<file path="config.mk">
export PLATFORM = sky130hd
export DESIGN_NAME = me_stream_feeder_flat
export DESIGN_NICKNAME = d
export VERILOG_FILES = /design/src/rtl/me_stream_feeder_pkg.sv /design/src/rtl/me_stream_feeder_if.sv /design/src/rtl/me_addr_gen.sv /design/src/rtl/me_stream_feeder.sv /design/src/flat_wrapper.sv
export SDC_FILE = /design/constraint.sdc
export NUM_CORES = 1
export LEC_CHECK = 0
export BUFFER_PORTS_ARGS = -buffer_cell sky130_fd_sc_hd__buf_2
export CAP_MARGIN = 20
export CORE_MARGIN = 1
export CORE_UTILIZATION = 35
export DETAILED_ROUTE_END_ITERATION = 12
export HOLD_SLACK_MARGIN = 0.12
export PLACE_DENSITY = 0.66
export SLEW_MARGIN = 20
export SYNTH_ARGS = -nofsm -noshare
export SYNTH_HDL_FRONTEND = slang
export SYNTH_SLANG_ARGS = --single-unit
export TNS_END_PERCENT = 1
</file>
<file path="constraint.sdc">
create_clock -name clk -period 2.85 [get_ports clk]
set_input_delay 0.1425 -clock clk [delete_from_list [all_inputs] [get_ports clk]]
set_output_delay 0.1425 -clock clk [all_outputs]
set_load 0.03 [all_outputs]
</file>
<file path="src/rtl/me_stream_feeder_pkg.sv">
// rtl/me_stream_feeder_pkg.sv - block geometry and sequencer state encodings shared with the PE row
package me_stream_feeder_pkg;

   localparam int BLK_SIZE     = 4;
   localparam int BS_SQ        = BLK_SIZE * BLK_SIZE;
   localparam int N            = BLK_SIZE * (BS_SQ + 1);
   localparam int DRAIN_CYCLES = 2;

   typedef enum logic [2:0] {
      ST_IDLE,
      ST_ISSUE,
      ST_DRAIN,
      ST_WAIT_DONE,
      ST_REPORT
   } st_e;

   function automatic int cw(input int n);
      return (n > 1) ? $clog2(n) : 1;
   endfunction

endpackage

</file>
<file path="src/rtl/me_stream_feeder_if.sv">
// rtl/me_stream_feeder_if.sv - job, frame-buffer read and PE-row signals of the stream feeder
interface me_stream_feeder_if #(
   parameter int AW = 16
);
   logic          go;
   logic [AW-1:0] cur_base;
   logic [AW-1:0] sw_base;
   logic          busy;
   logic          cur_rd;
   logic [AW-1:0] cur_addr;
   logic [7:0]    cur_data;
   logic          swa_rd;
   logic [AW-1:0] swa_addr;
   logic [7:0]    swa_data;
   logic          swb_rd;
   logic [AW-1:0] swb_addr;
   logic [7:0]    swb_data;
   logic [7:0]    c;
   logic [7:0]    p;
   logic [7:0]    p_prime;
   logic          pe_start;
   logic          pe_done;
   logic [7:0]    pe_mi;
   logic [7:0]    pe_mj;
   logic          mv_valid;
   logic [7:0]    mv_i;
   logic [7:0]    mv_j;
   logic          mv_err;

   modport master (
      input  go, cur_base, sw_base, cur_data, swa_data, swb_data, pe_done, pe_mi, pe_mj,
      output busy, cur_rd, cur_addr, swa_rd, swa_addr, swb_rd, swb_addr,
             c, p, p_prime, pe_start, mv_valid, mv_i, mv_j, mv_err
   );

   modport slave (
      output go, cur_base, sw_base, cur_data, swa_data, swb_data, pe_done, pe_mi, pe_mj,
      input  busy, cur_rd, cur_addr, swa_rd, swa_addr, swb_rd, swb_addr,
             c, p, p_prime, pe_start, mv_valid, mv_i, mv_j, mv_err
   );

endinterface

</file>
<file path="src/rtl/me_addr_gen.sv">
// rtl/me_addr_gen.sv - beat counters and stride accumulator producing the three read addresses
module me_addr_gen
   import me_stream_feeder_pkg::*;
#(
   parameter int AW        = 16,
   parameter int SW_STRIDE = 16,
   parameter int SW_ROWS   = 8
) (
   input  logic          clk,
   input  logic          reset,
   input  logic          load_i,
   input  logic          adv_i,
   input  logic [AW-1:0] cur_base_i,
   input  logic [AW-1:0] sw_base_i,
   output logic [AW-1:0] cur_addr_o,
   output logic [AW-1:0] swa_addr_o,
   output logic [AW-1:0] swb_addr_o,
   output logic          last_beat_o
);
   localparam int TW = cw(N);
   localparam int JW = cw(BLK_SIZE);
   localparam int RW = cw(SW_ROWS);
   localparam int OW = cw(BS_SQ);

   localparam logic [TW-1:0] T_LAST = TW'(N - 1);
   localparam logic [JW-1:0] J_LAST = JW'(BLK_SIZE - 1);
   localparam logic [RW-1:0] R_LAST = RW'(SW_ROWS - 1);
   localparam logic [OW-1:0] O_LAST = OW'(BS_SQ - 1);

   logic [AW-1:0] cur_base_q, sw_base_q, row_off_q;
   logic [TW-1:0] t_q;
   logic [JW-1:0] j_q;
   logic [RW-1:0] r_q;
   logic [OW-1:0] co_q;

   // row_off_q tracks r*SW_STRIDE so no multiplier is needed
   always_ff @(posedge clk or negedge reset) begin
      if (!reset) begin
         cur_base_q <= '0;
         sw_base_q  <= '0;
         row_off_q  <= '0;
         t_q        <= '0;
         j_q        <= '0;
         r_q        <= '0;
         co_q       <= '0;
      end else if (load_i) begin
         cur_base_q <= cur_base_i;
         sw_base_q  <= sw_base_i;
         row_off_q  <= '0;
         t_q        <= '0;
         j_q        <= '0;
         r_q        <= '0;
         co_q       <= '0;
      end else if (adv_i) begin
         t_q  <= t_q + 1'b1;
         co_q <= (co_q == O_LAST) ? '0 : co_q + 1'b1;
         if (j_q == J_LAST) begin
            j_q <= '0;
            if (r_q == R_LAST) begin
               r_q       <= '0;
               row_off_q <= '0;
            end else begin
               r_q       <= r_q + 1'b1;
               row_off_q <= row_off_q + AW'(SW_STRIDE);
            end
         end else begin
            j_q <= j_q + 1'b1;
         end
      end
   end

   assign swa_addr_o  = sw_base_q + row_off_q + AW'(j_q);
   assign swb_addr_o  = swa_addr_o + AW'(BLK_SIZE);
   assign cur_addr_o  = cur_base_q + AW'(co_q);
   assign last_beat_o = (t_q == T_LAST);

endmodule

</file>
<file path="src/rtl/me_stream_feeder.sv">
// rtl/me_stream_feeder.sv - sequences one PE-row job: streams block/window pixels, then collects the motion vector
module me_stream_feeder
   import me_stream_feeder_pkg::*;
#(
   parameter int AW        = 16,
   parameter int SW_STRIDE = 16,
   parameter int SW_ROWS   = 8,
   parameter int TIMEOUT   = 64
) (
   input  logic clk,
   input  logic reset,
   me_stream_feeder_if.master bus
);
   localparam int CW = cw(TIMEOUT);
   localparam logic [CW-1:0] CNT_EXPIRE = CW'(TIMEOUT - 1);
   localparam logic [CW-1:0] DRAIN_LAST = CW'(DRAIN_CYCLES - 1);

   st_e           state_q;
   logic [CW-1:0] cnt_q;
   logic          issue_q, vld_q, start_q;
   logic          busy_q, pe_start_q, mv_valid_q, mv_err_q;
   logic [7:0]    c_q, p_q, pp_q, mv_i_q, mv_j_q;
   logic          load, last_beat;
   logic [AW-1:0] cur_addr, swa_addr, swb_addr;

   assign load = (state_q == ST_IDLE) && bus.go;

   me_addr_gen #(
      .AW        (AW),
      .SW_STRIDE (SW_STRIDE),
      .SW_ROWS   (SW_ROWS)
   ) u_addr_gen (
      .clk         (clk),
      .reset       (reset),
      .load_i      (load),
      .adv_i       (issue_q),
      .cur_base_i  (bus.cur_base),
      .sw_base_i   (bus.sw_base),
      .cur_addr_o  (cur_addr),
      .swa_addr_o  (swa_addr),
      .swb_addr_o  (swb_addr),
      .last_beat_o (last_beat)
   );

   always_ff @(posedge clk or negedge reset) begin
      if (!reset) begin
         state_q    <= ST_IDLE;
         cnt_q      <= '0;
         issue_q    <= 1'b0;
         busy_q     <= 1'b0;
         mv_valid_q <= 1'b0;
         mv_err_q   <= 1'b0;
         mv_i_q     <= '0;
         mv_j_q     <= '0;
      end else begin
         mv_valid_q <= 1'b0;
         case (state_q)
            ST_IDLE: begin
               if (bus.go) begin
                  state_q <= ST_ISSUE;
                  busy_q  <= 1'b1;
                  issue_q <= 1'b1;
               end
            end
            ST_ISSUE: begin
               if (last_beat) begin
                  state_q <= ST_DRAIN;
                  issue_q <= 1'b0;
                  cnt_q   <= '0;
               end
            end
            ST_DRAIN: begin
               if (cnt_q == DRAIN_LAST) begin
                  state_q <= ST_WAIT_DONE;
                  cnt_q   <= '0;
               end else begin
                  cnt_q <= cnt_q + 1'b1;
               end
            end
            ST_WAIT_DONE: begin
               // pe_done wins over a watchdog expiry in the same cycle
               if (bus.pe_done) begin
                  state_q    <= ST_REPORT;
                  mv_valid_q <= 1'b1;
                  mv_err_q   <= 1'b0;
                  mv_i_q     <= bus.pe_mi;
                  mv_j_q     <= bus.pe_mj;
               end else if (cnt_q == CNT_EXPIRE) begin
                  state_q    <= ST_REPORT;
                  mv_valid_q <= 1'b1;
                  mv_err_q   <= 1'b1;
                  mv_i_q     <= '0;
                  mv_j_q     <= '0;
               end else begin
                  cnt_q <= cnt_q + 1'b1;
               end
            end
            ST_REPORT: begin
               state_q <= ST_IDLE;
               busy_q  <= 1'b0;
            end
            default: state_q <= ST_IDLE;
         endcase
      end
   end

   // memory returns beat data one cycle after issue; the output register adds the second cycle of lag
   always_ff @(posedge clk or negedge reset) begin
      if (!reset) begin
         vld_q      <= 1'b0;
         start_q    <= 1'b0;
         pe_start_q <= 1'b0;
         c_q        <= '0;
         p_q        <= '0;
         pp_q       <= '0;
      end else begin
         vld_q      <= issue_q;
         start_q    <= issue_q & ~vld_q;
         pe_start_q <= start_q;
         c_q        <= vld_q ? bus.cur_data : 8'h00;
         p_q        <= vld_q ? bus.swb_data : 8'h00;
         pp_q       <= vld_q ? bus.swa_data : 8'h00;
      end
   end

   assign bus.busy     = busy_q;
   assign bus.cur_rd   = issue_q;
   assign bus.swa_rd   = issue_q;
   assign bus.swb_rd   = issue_q;
   assign bus.cur_addr = issue_q ? cur_addr : '0;
   assign bus.swa_addr = issue_q ? swa_addr : '0;
   assign bus.swb_addr = issue_q ? swb_addr : '0;
   assign bus.c        = c_q;
   assign bus.p        = p_q;
   assign bus.p_prime  = pp_q;
   assign bus.pe_start = pe_start_q;
   assign bus.mv_valid = mv_valid_q;
   assign bus.mv_i     = mv_i_q;
   assign bus.mv_j     = mv_j_q;
   assign bus.mv_err   = mv_err_q;

endmodule

</file>
<file path="src/flat_wrapper.sv">
// flat-port wrapper written by rule: the top's interface ports become plain ports
module me_stream_feeder_flat import me_stream_feeder_pkg::*;
#(
   parameter int AW        = 16,
   parameter int SW_STRIDE = 16,
   parameter int SW_ROWS   = 8,
   parameter int TIMEOUT   = 64
)
  (clk, reset, bus_go, bus_cur_base, bus_sw_base, bus_cur_data, bus_swa_data, bus_swb_data, bus_pe_done, bus_pe_mi, bus_pe_mj, bus_busy, bus_cur_rd, bus_cur_addr, bus_swa_rd, bus_swa_addr, bus_swb_rd, bus_swb_addr, bus_c, bus_p, bus_p_prime, bus_pe_start, bus_mv_valid, bus_mv_i, bus_mv_j, bus_mv_err);
  me_stream_feeder_if #(.AW(AW)) bus_i ();
  input  logic clk;
  input  logic reset;
  input wire logic [$bits(bus_i.go)-1:0] bus_go;
  input wire logic [$bits(bus_i.cur_base)-1:0] bus_cur_base;
  input wire logic [$bits(bus_i.sw_base)-1:0] bus_sw_base;
  input wire logic [$bits(bus_i.cur_data)-1:0] bus_cur_data;
  input wire logic [$bits(bus_i.swa_data)-1:0] bus_swa_data;
  input wire logic [$bits(bus_i.swb_data)-1:0] bus_swb_data;
  input wire logic [$bits(bus_i.pe_done)-1:0] bus_pe_done;
  input wire logic [$bits(bus_i.pe_mi)-1:0] bus_pe_mi;
  input wire logic [$bits(bus_i.pe_mj)-1:0] bus_pe_mj;
  output wire logic [$bits(bus_i.busy)-1:0] bus_busy;
  output wire logic [$bits(bus_i.cur_rd)-1:0] bus_cur_rd;
  output wire logic [$bits(bus_i.cur_addr)-1:0] bus_cur_addr;
  output wire logic [$bits(bus_i.swa_rd)-1:0] bus_swa_rd;
  output wire logic [$bits(bus_i.swa_addr)-1:0] bus_swa_addr;
  output wire logic [$bits(bus_i.swb_rd)-1:0] bus_swb_rd;
  output wire logic [$bits(bus_i.swb_addr)-1:0] bus_swb_addr;
  output wire logic [$bits(bus_i.c)-1:0] bus_c;
  output wire logic [$bits(bus_i.p)-1:0] bus_p;
  output wire logic [$bits(bus_i.p_prime)-1:0] bus_p_prime;
  output wire logic [$bits(bus_i.pe_start)-1:0] bus_pe_start;
  output wire logic [$bits(bus_i.mv_valid)-1:0] bus_mv_valid;
  output wire logic [$bits(bus_i.mv_i)-1:0] bus_mv_i;
  output wire logic [$bits(bus_i.mv_j)-1:0] bus_mv_j;
  output wire logic [$bits(bus_i.mv_err)-1:0] bus_mv_err;
  assign bus_i.go = bus_go;
  assign bus_i.cur_base = bus_cur_base;
  assign bus_i.sw_base = bus_sw_base;
  assign bus_i.cur_data = bus_cur_data;
  assign bus_i.swa_data = bus_swa_data;
  assign bus_i.swb_data = bus_swb_data;
  assign bus_i.pe_done = bus_pe_done;
  assign bus_i.pe_mi = bus_pe_mi;
  assign bus_i.pe_mj = bus_pe_mj;
  assign bus_busy = bus_i.busy;
  assign bus_cur_rd = bus_i.cur_rd;
  assign bus_cur_addr = bus_i.cur_addr;
  assign bus_swa_rd = bus_i.swa_rd;
  assign bus_swa_addr = bus_i.swa_addr;
  assign bus_swb_rd = bus_i.swb_rd;
  assign bus_swb_addr = bus_i.swb_addr;
  assign bus_c = bus_i.c;
  assign bus_p = bus_i.p;
  assign bus_p_prime = bus_i.p_prime;
  assign bus_pe_start = bus_i.pe_start;
  assign bus_mv_valid = bus_i.mv_valid;
  assign bus_mv_i = bus_i.mv_i;
  assign bus_mv_j = bus_i.mv_j;
  assign bus_mv_err = bus_i.mv_err;
  me_stream_feeder #(.AW(AW), .SW_STRIDE(SW_STRIDE), .SW_ROWS(SW_ROWS), .TIMEOUT(TIMEOUT)) u_core (.clk(clk), .reset(reset), .bus(bus_i));
endmodule
</file>
## Word level (Yosys, flattened, before mapping)

Index checks and enable logic that the tools add are counted.

| operators by class | value |
|---|---|
| add/subtract/negate cells | 10 |
| $mul | 0 |
| divide/modulo/power cells | 0 |
| order comparisons | 0 |
| eq/ne operators | 16 |
| shift-type cells | 0 |
| mux-type cells | 45 |
| bitwise operators | 2 |
| reductions and logical operators | 14 |

Operators by type and width:

| cell | number |
|---|---|
| 2-to-1 mux 16 bit | 7 |
| 2-to-1 mux 8 bit | 6 |
| 2-to-1 mux 3 bit | 9 |
| 2-to-1 mux 6 bit | 4 |
| one-hot mux 6 bit (3 select lines) | 1 |
| adder 16 bit | 1 |
| adder 16 x 2 -> 16 bit | 1 |
| adder 16 x 3 -> 16 bit (second input constant) | 1 |
| adder 16 x 4 -> 16 bit | 1 |
| adder 16 x 5 -> 16 bit (second input constant) | 1 |
| 2-to-1 mux 7 bit | 2 |
| 2-to-1 mux 4 bit | 3 |
| one-hot mux 3 bit (4 select lines) | 1 |
| nonzero test 2 bit | 5 |
| AND reduction 4 bit | 2 |
| adder 7 x 1 -> 7 bit (second input constant) | 1 |
| equality test 7 bit (second input constant) | 1 |
| 2-to-1 mux 1 bit | 7 |
| adder 6 x 1 -> 6 bit (second input constant) | 1 |
| equality test 3 x 2 -> 1 bit (second input constant) | 2 |
| equality test 3 bit (second input constant) | 2 |
| equality test 6 x 1 -> 1 bit (second input constant) | 1 |
| equality test 6 bit (second input constant) | 1 |
| 2-to-1 mux 2 bit | 3 |
| other kinds (17) | 23 |

| storage, ports and cells | value |
|---|---|
| bits in registers | 120 |
| latch bits | 0 |
| RAM bits | 0 |
| ROM bits | 0 |
| bits of input ports | 76 |
| logic and storage cells | 108 |
| memories | 0 |

## Logic depth before layout (Yosys ltp)

| logic depth | value |
|---|---|
| depth after elaboration | 5 |
| mapped depth | 10 |

## Modules after synthesis

A second synthesis with hierarchy kept.

| second synthesis, totals | value |
|---|---|
| cell total of the unflattened synthesis | 620 |
| area, all modules | 6461.2 um^2 |

Modules (own cells, without submodules):

| module | times used | cells an instance | area each (um^2) | seq. area each (um^2) |
|---|---|---|---|---|
| me_addr_gen | 1 | 395 | 3995.1 | 1501.4 |
| me_stream_feeder | 1 | 225 | 2466.1 | 1401.3 |

## Worst setup path after synthesis

No wires, ideal clock.

| path | value |
|---|---|
| path kind | register to output |
| from | register u_core.u_addr_gen.j_q[1] |
| to | output port bus_swb_addr[14] |
| data arrival time | 3064 ps |
| data required time | 2707 ps |
| setup slack | -357 ps |
| cell stages (with the launch flop) | 11 |
| path buffers | 0 |
| cell sequence | dfrtp_1 -> ha_1 -> ha_1 -> fa_1 -> nand3_1 -> o22ai_1 -> o2111a_1 -> nor3_2 -> nor3_2 -> and3_1 -> nor3_1 |

| on the way | value |
|---|---|
| cells in the longest elaborated chain, start to end | 3 |

RTL lines:

| element | RTL line | text |
|---|---|---|
| from (decl) | me_addr_gen.sv:32 | `logic [JW-1:0] j_q;` |
| from (signal assigned) | me_addr_gen.sv:67 | `j_q <= j_q + 1'b1;` |
| adder 16 x 2 -> 16 bit | me_addr_gen.sv:72 | `assign swa_addr_o = sw_base_q + row_off_q + AW'(j_q);` |
| adder 16 x 3 -> 16 bit | me_addr_gen.sv:73 | `assign swb_addr_o = swa_addr_o + AW'(BLK_SIZE);` |
| 2-to-1 mux 16 bit | me_stream_feeder.sv:132 | `assign bus.swb_addr = issue_q ? swb_addr : '0;` |
| to (decl) | flat_wrapper.sv:28 | `output wire logic [$bits(bus_i.swb_addr)-1:0] bus_swb_addr;` |

Every way passes these cells.

## Final worst setup path

| path | value |
|---|---|
| from | register u_core.u_addr_gen.sw_base_q[5] |
| to | output port bus_swb_addr[15] |

| on the way | value |
|---|---|
| cells in the longest elaborated chain, start to end | 4 |

RTL lines:

| element | RTL line | text |
|---|---|---|
| from (decl) | me_addr_gen.sv:30 | `logic [AW-1:0] cur_base_q, sw_base_q, row_off_q;` |
| from (signal assigned) | me_addr_gen.sv:48 | `sw_base_q <= sw_base_i;` |
| adder 16 bit | me_addr_gen.sv:72 |  |
| adder 16 x 2 -> 16 bit | me_addr_gen.sv:72 |  |
| adder 16 x 3 -> 16 bit | me_addr_gen.sv:73 |  |
| 2-to-1 mux 16 bit | me_stream_feeder.sv:132 |  |

Every way passes these cells.

==> impl_metrics.env <==
export IMPL_outcome="finished, violations left"
export IMPL_violations="negative setup slack"
export IMPL_regArea_um2=2910
export IMPL_multi_input_area_um2=3630
export IMPL_ys_ff_latch=116
export IMPL_synthAdderAreaFrac_pct=8.08
export IMPL_whs_ns=0.342
export IMPL_gp_congestion=0.877
export IMPL_ant_nets=0
export IMPL_yosysWarningCount=0
export IMPL_die_area_um2=18800
export IMPL_synthDistinctLibCells=61
export IMPL_grt_ovfl_total=0
export IMPL_grt_pass1_vias=5403
export IMPL_fp_row_count=48
export IMPL_grt_max_degree=58
export IMPL_final_area_um2=9670
export IMPL_syn_inst=627
export IMPL_setup_violations=14
export IMPL_fin_crit_ns=3.18
export IMPL_io_buffers=170
export IMPL_finish_net_count=1034
export IMPL_cp_arrival_ns=3.04
export IMPL_p_sw_w=0.00534
export IMPL_synth_edf_count=0
export IMPL_hp_class="input pin to asynchronous set/reset pin"
export IMPL_avgSynthCellArea_um2=10.2
export IMPL_seqPwrFrac_pct=22.3
export IMPL_syn_to_final_growth_pct=51.6
export IMPL_fp_coreArea_um2=17500
export IMPL_slew_violations=0
export IMPL_synthSimpleGateAreaFrac_pct=19.0
export IMPL_finalNonFillerCells=1156
export IMPL_cp_data_required_time_ns=2.71
export IMPL_vias=5651
export IMPL_max_slew_margin_rel_pct=46.2
export IMPL_insertedDiodeCount=0
export IMPL_cts_tree="done"
export IMPL_cp_start_kind="register"
export IMPL_dpl_cell_count=1042
export IMPL_netlist_area_um2=6380
export IMPL_crit_type="register to output pin"
export IMPL_drive_above_1_share_pct=37.2
export IMPL_grt_first_pass_wirelength_mm=26.4
export IMPL_place_area_um2=7790
export IMPL_post_dp_hpwl_mm=11.4
export IMPL_wl_mm=16.7
export IMPL_die_w_um=137
export IMPL_clk_pin_slew_ns=0.06
export IMPL_die_y_um=137
export IMPL_drc_errors=0
export IMPL_synthMuxAreaShare_pct=5.73
export IMPL_clkPwrFrac_pct=20.4
export IMPL_synth_xor_area_share_pct=4.90
export IMPL_io_pins=171
export IMPL_numCtsBuffers=17
export IMPL_tightestPinTransition_ns=0.804
export IMPL_vdd_drop_max_mv=0.981
export IMPL_drt_iter0_drc=245
export IMPL_cp_end_kind="output pin"
export IMPL_root_buffer="clkbuf_16"
export IMPL_clock_latency_ns=0.41
export IMPL_post_drt_wl_per_cell_um=14.4
export IMPL_cts_sinks=116
export IMPL_grt_total_usage_pct=18.0
export IMPL_antenna_found_initial=0
export IMPL_rsz0062_at_grt="yes"
export IMPL_intPower_w=0.00683
export IMPL_cts_buffer_depth=2
export IMPL_drt_vias_per_instance=4.89
export IMPL_synth_ff_type="dfrtp_1"
export IMPL_power_density_nw_per_um2=1260
export IMPL_synth_nets=743
export IMPL_dp_slack_ns=-0.169
export IMPL_combPwrFrac_pct=57.3
export IMPL_fin_crit_sh_pct=112
export IMPL_p_leak_nw=4.58
export IMPL_synthArstFlopShare_pct=100
export IMPL_synth_compound_area_share_pct=13.9
export IMPL_hold_violations=0
export IMPL_maxCapViolations=0
export IMPL_max_freq_ghz=0.314
export IMPL_cts_htree_levels=4
export IMPL_nFillCells=1523
export IMPL_setup_slack_ns=-0.333
export IMPL_synth_seq_area_share_pct=45.5
export IMPL_synth_top_family_by_area="simple AND/OR/NAND/NOR gates"
export IMPL_finClkSkew_ns=0.0112
export IMPL_crit_path_max_fanout=4
export IMPL_fin_util_pct=55.1
export IMPL_first_pass_iters=5
export IMPL_initial_utilization_pct=36.4
export IMPL_switching_share_pct=43.8
Yosys cell counts (all sizes together), types with 14 or more instances:
| master | instances | area [um^2] |
|---|---|---|
| xnor2 | 19 | 174 |
| dfrtp | 116 | 2900 |
| and2 | 41 | 257 |
| ha | 38 | 475 |
| clkbuf | 18 | 67.6 |
| nor2 | 64 | 240 |
| a22o | 18 | 158 |
| nand2 | 40 | 150 |
| mux2 | 28 | 315 |
| o21ai | 48 | 248 |
| xor2 | 15 | 139 |
| nand3 | 14 | 70.1 |
| inv | 17 | 63.8 |
| a21oi | 26 | 141 |
registers in the layout (all words and copies together), names as in the netlist, 2 cells and up:
signal / cells
u_core.bus.p: 8
u_core.u_addr_gen.co_q: 4
u_core.u_addr_gen.row_off_q: 12
u_core.bus.mv_i: 8
u_core.u_addr_gen.cur_base_q: 16
u_core.u_addr_gen.sw_base_q: 16
u_core.bus.mv_j: 8
u_core.u_addr_gen.t_q: 7
u_core.bus.c: 8
u_core.u_addr_gen.r_q: 3
u_core.cnt_q: 6
u_core.state_q: 3
u_core.u_addr_gen.j_q: 2
u_core.bus.p_prime: 8
cells by family (layout without fill, tap and decap cells):
group / count (synthesis) / count (layout)
compound gates: 132 / 132
xor+xnor: 34 / 34
fa+ha+maj: 40 / 40
buf+inv: 44 / 348
flops: 116 / 116
mux: 33 / 33
simple gates: 228 / 228
worst max-delay path, stage by stage (launching register included):
cell      delay (ns)
dfrtp_1         0.41
ha_4            0.26
ha_4            0.27
buf_4           0.12
a31oi_1         0.09
a211oi_2        0.36
o31ai_1         0.15
a21oi_2         0.19
xnor2_2         0.12
buf_4           0.16
a31o_1          0.20
a21oi_4         0.15
buf_6           0.15
cell usage in the layout (no fill, tap or decap), types with 8 or more instances in the layout:
cell           instances
inv_1                 15
xnor2_1               15
dfrtp_1              114
dlygate4sd3_1         75
ha_4                  11
nand3_1               13
a22o_1                18
clkbuf_16             17
mux2_2                28
a21oi_1               17
o21ai_0               37
nor2_1                60
nand2_1               39
and2_1                40
or3_1                 10
ha_1                  25
nand4_1                8
nor2b_1                8
buf_4                 62
buf_2                150
buf_6                  8
and3_1                13
xor2_1                13
o21ai_1                8
path summary, 6_finish.rpt:
kind / from / end / slack, ns / cells past startpoint
min reg2reg: u_core.start_q / u_core.bus.pe_start / 0.35 / 0
max reg2reg: u_core.state_q[0] / u_core.u_addr_gen.row_off_q[14] / 0.45 / 7
max in group asynchronous: reset / u_core.u_addr_gen.sw_base_q[13] / 1.73 / 3
min in group clk: u_core.start_q / u_core.bus.pe_start / 0.35 / 0
min: reset / u_core.u_addr_gen.cur_base_q[12] / 0.34 / 2
max: u_core.u_addr_gen.sw_base_q[5] / bus_swb_addr[15] / -0.33 / 12
through the flow:
step           setup TNS, ns  power (W)
2_1_floorplan        -0.0235    0.00695
3_3_place_gp          -0.400    0.00879
3_5_place_dp          -0.690    0.00886
4_1_cts                -2.52     0.0120
5_1_grt                -5.00     0.0129
6_report               -2.52     0.0122
power groups by stage:
| stage | logic, W | clock network, W | registers, W |
|---|---|---|---|
| 5_1_grt | 0.00749 | 0.00261 | 0.00281 |
| 6_report | 0.00698 | 0.00248 | 0.00271 |
| 2_1_floorplan | 0.00395 | 0 | 0.00299 |
| 3_3_place_gp | 0.00611 | 0 | 0.00268 |
| 4_1_cts | 0.00680 | 0.00253 | 0.00270 |
| 3_5_place_dp | 0.00615 | 0 | 0.00270 |
what timing repair did:
item                       in CTS  in global routing
buffers inserted                5                  2
setup endpoints to repair      21                 27
hold endpoints to repair      130                  0
hold buffers                   75                  0
pin swaps                      28                 13
gates resized for setup        56                 25
routing by layer:
metal,vias to the layer above,routed length [um],track usage (%)
met1,2709,7370,22.7
li1,2799,-,-
met2,125,8540,30.5
met3,18,561,3.78
met4,0,224,6.17
met5,-,0,0
final cells by class:
cell class | count | area share (%)
inverters | 17 | 0.660
repair buffers | 299 | 21.7
well taps | 225 | 2.91
clock buffers | 20 | 4.83
clock inverters | 12 | 2.33
multi-input cells | 467 | 37.5
flip-flops and latches | 116 | 30.1
(Power assumes the default switching activity.)
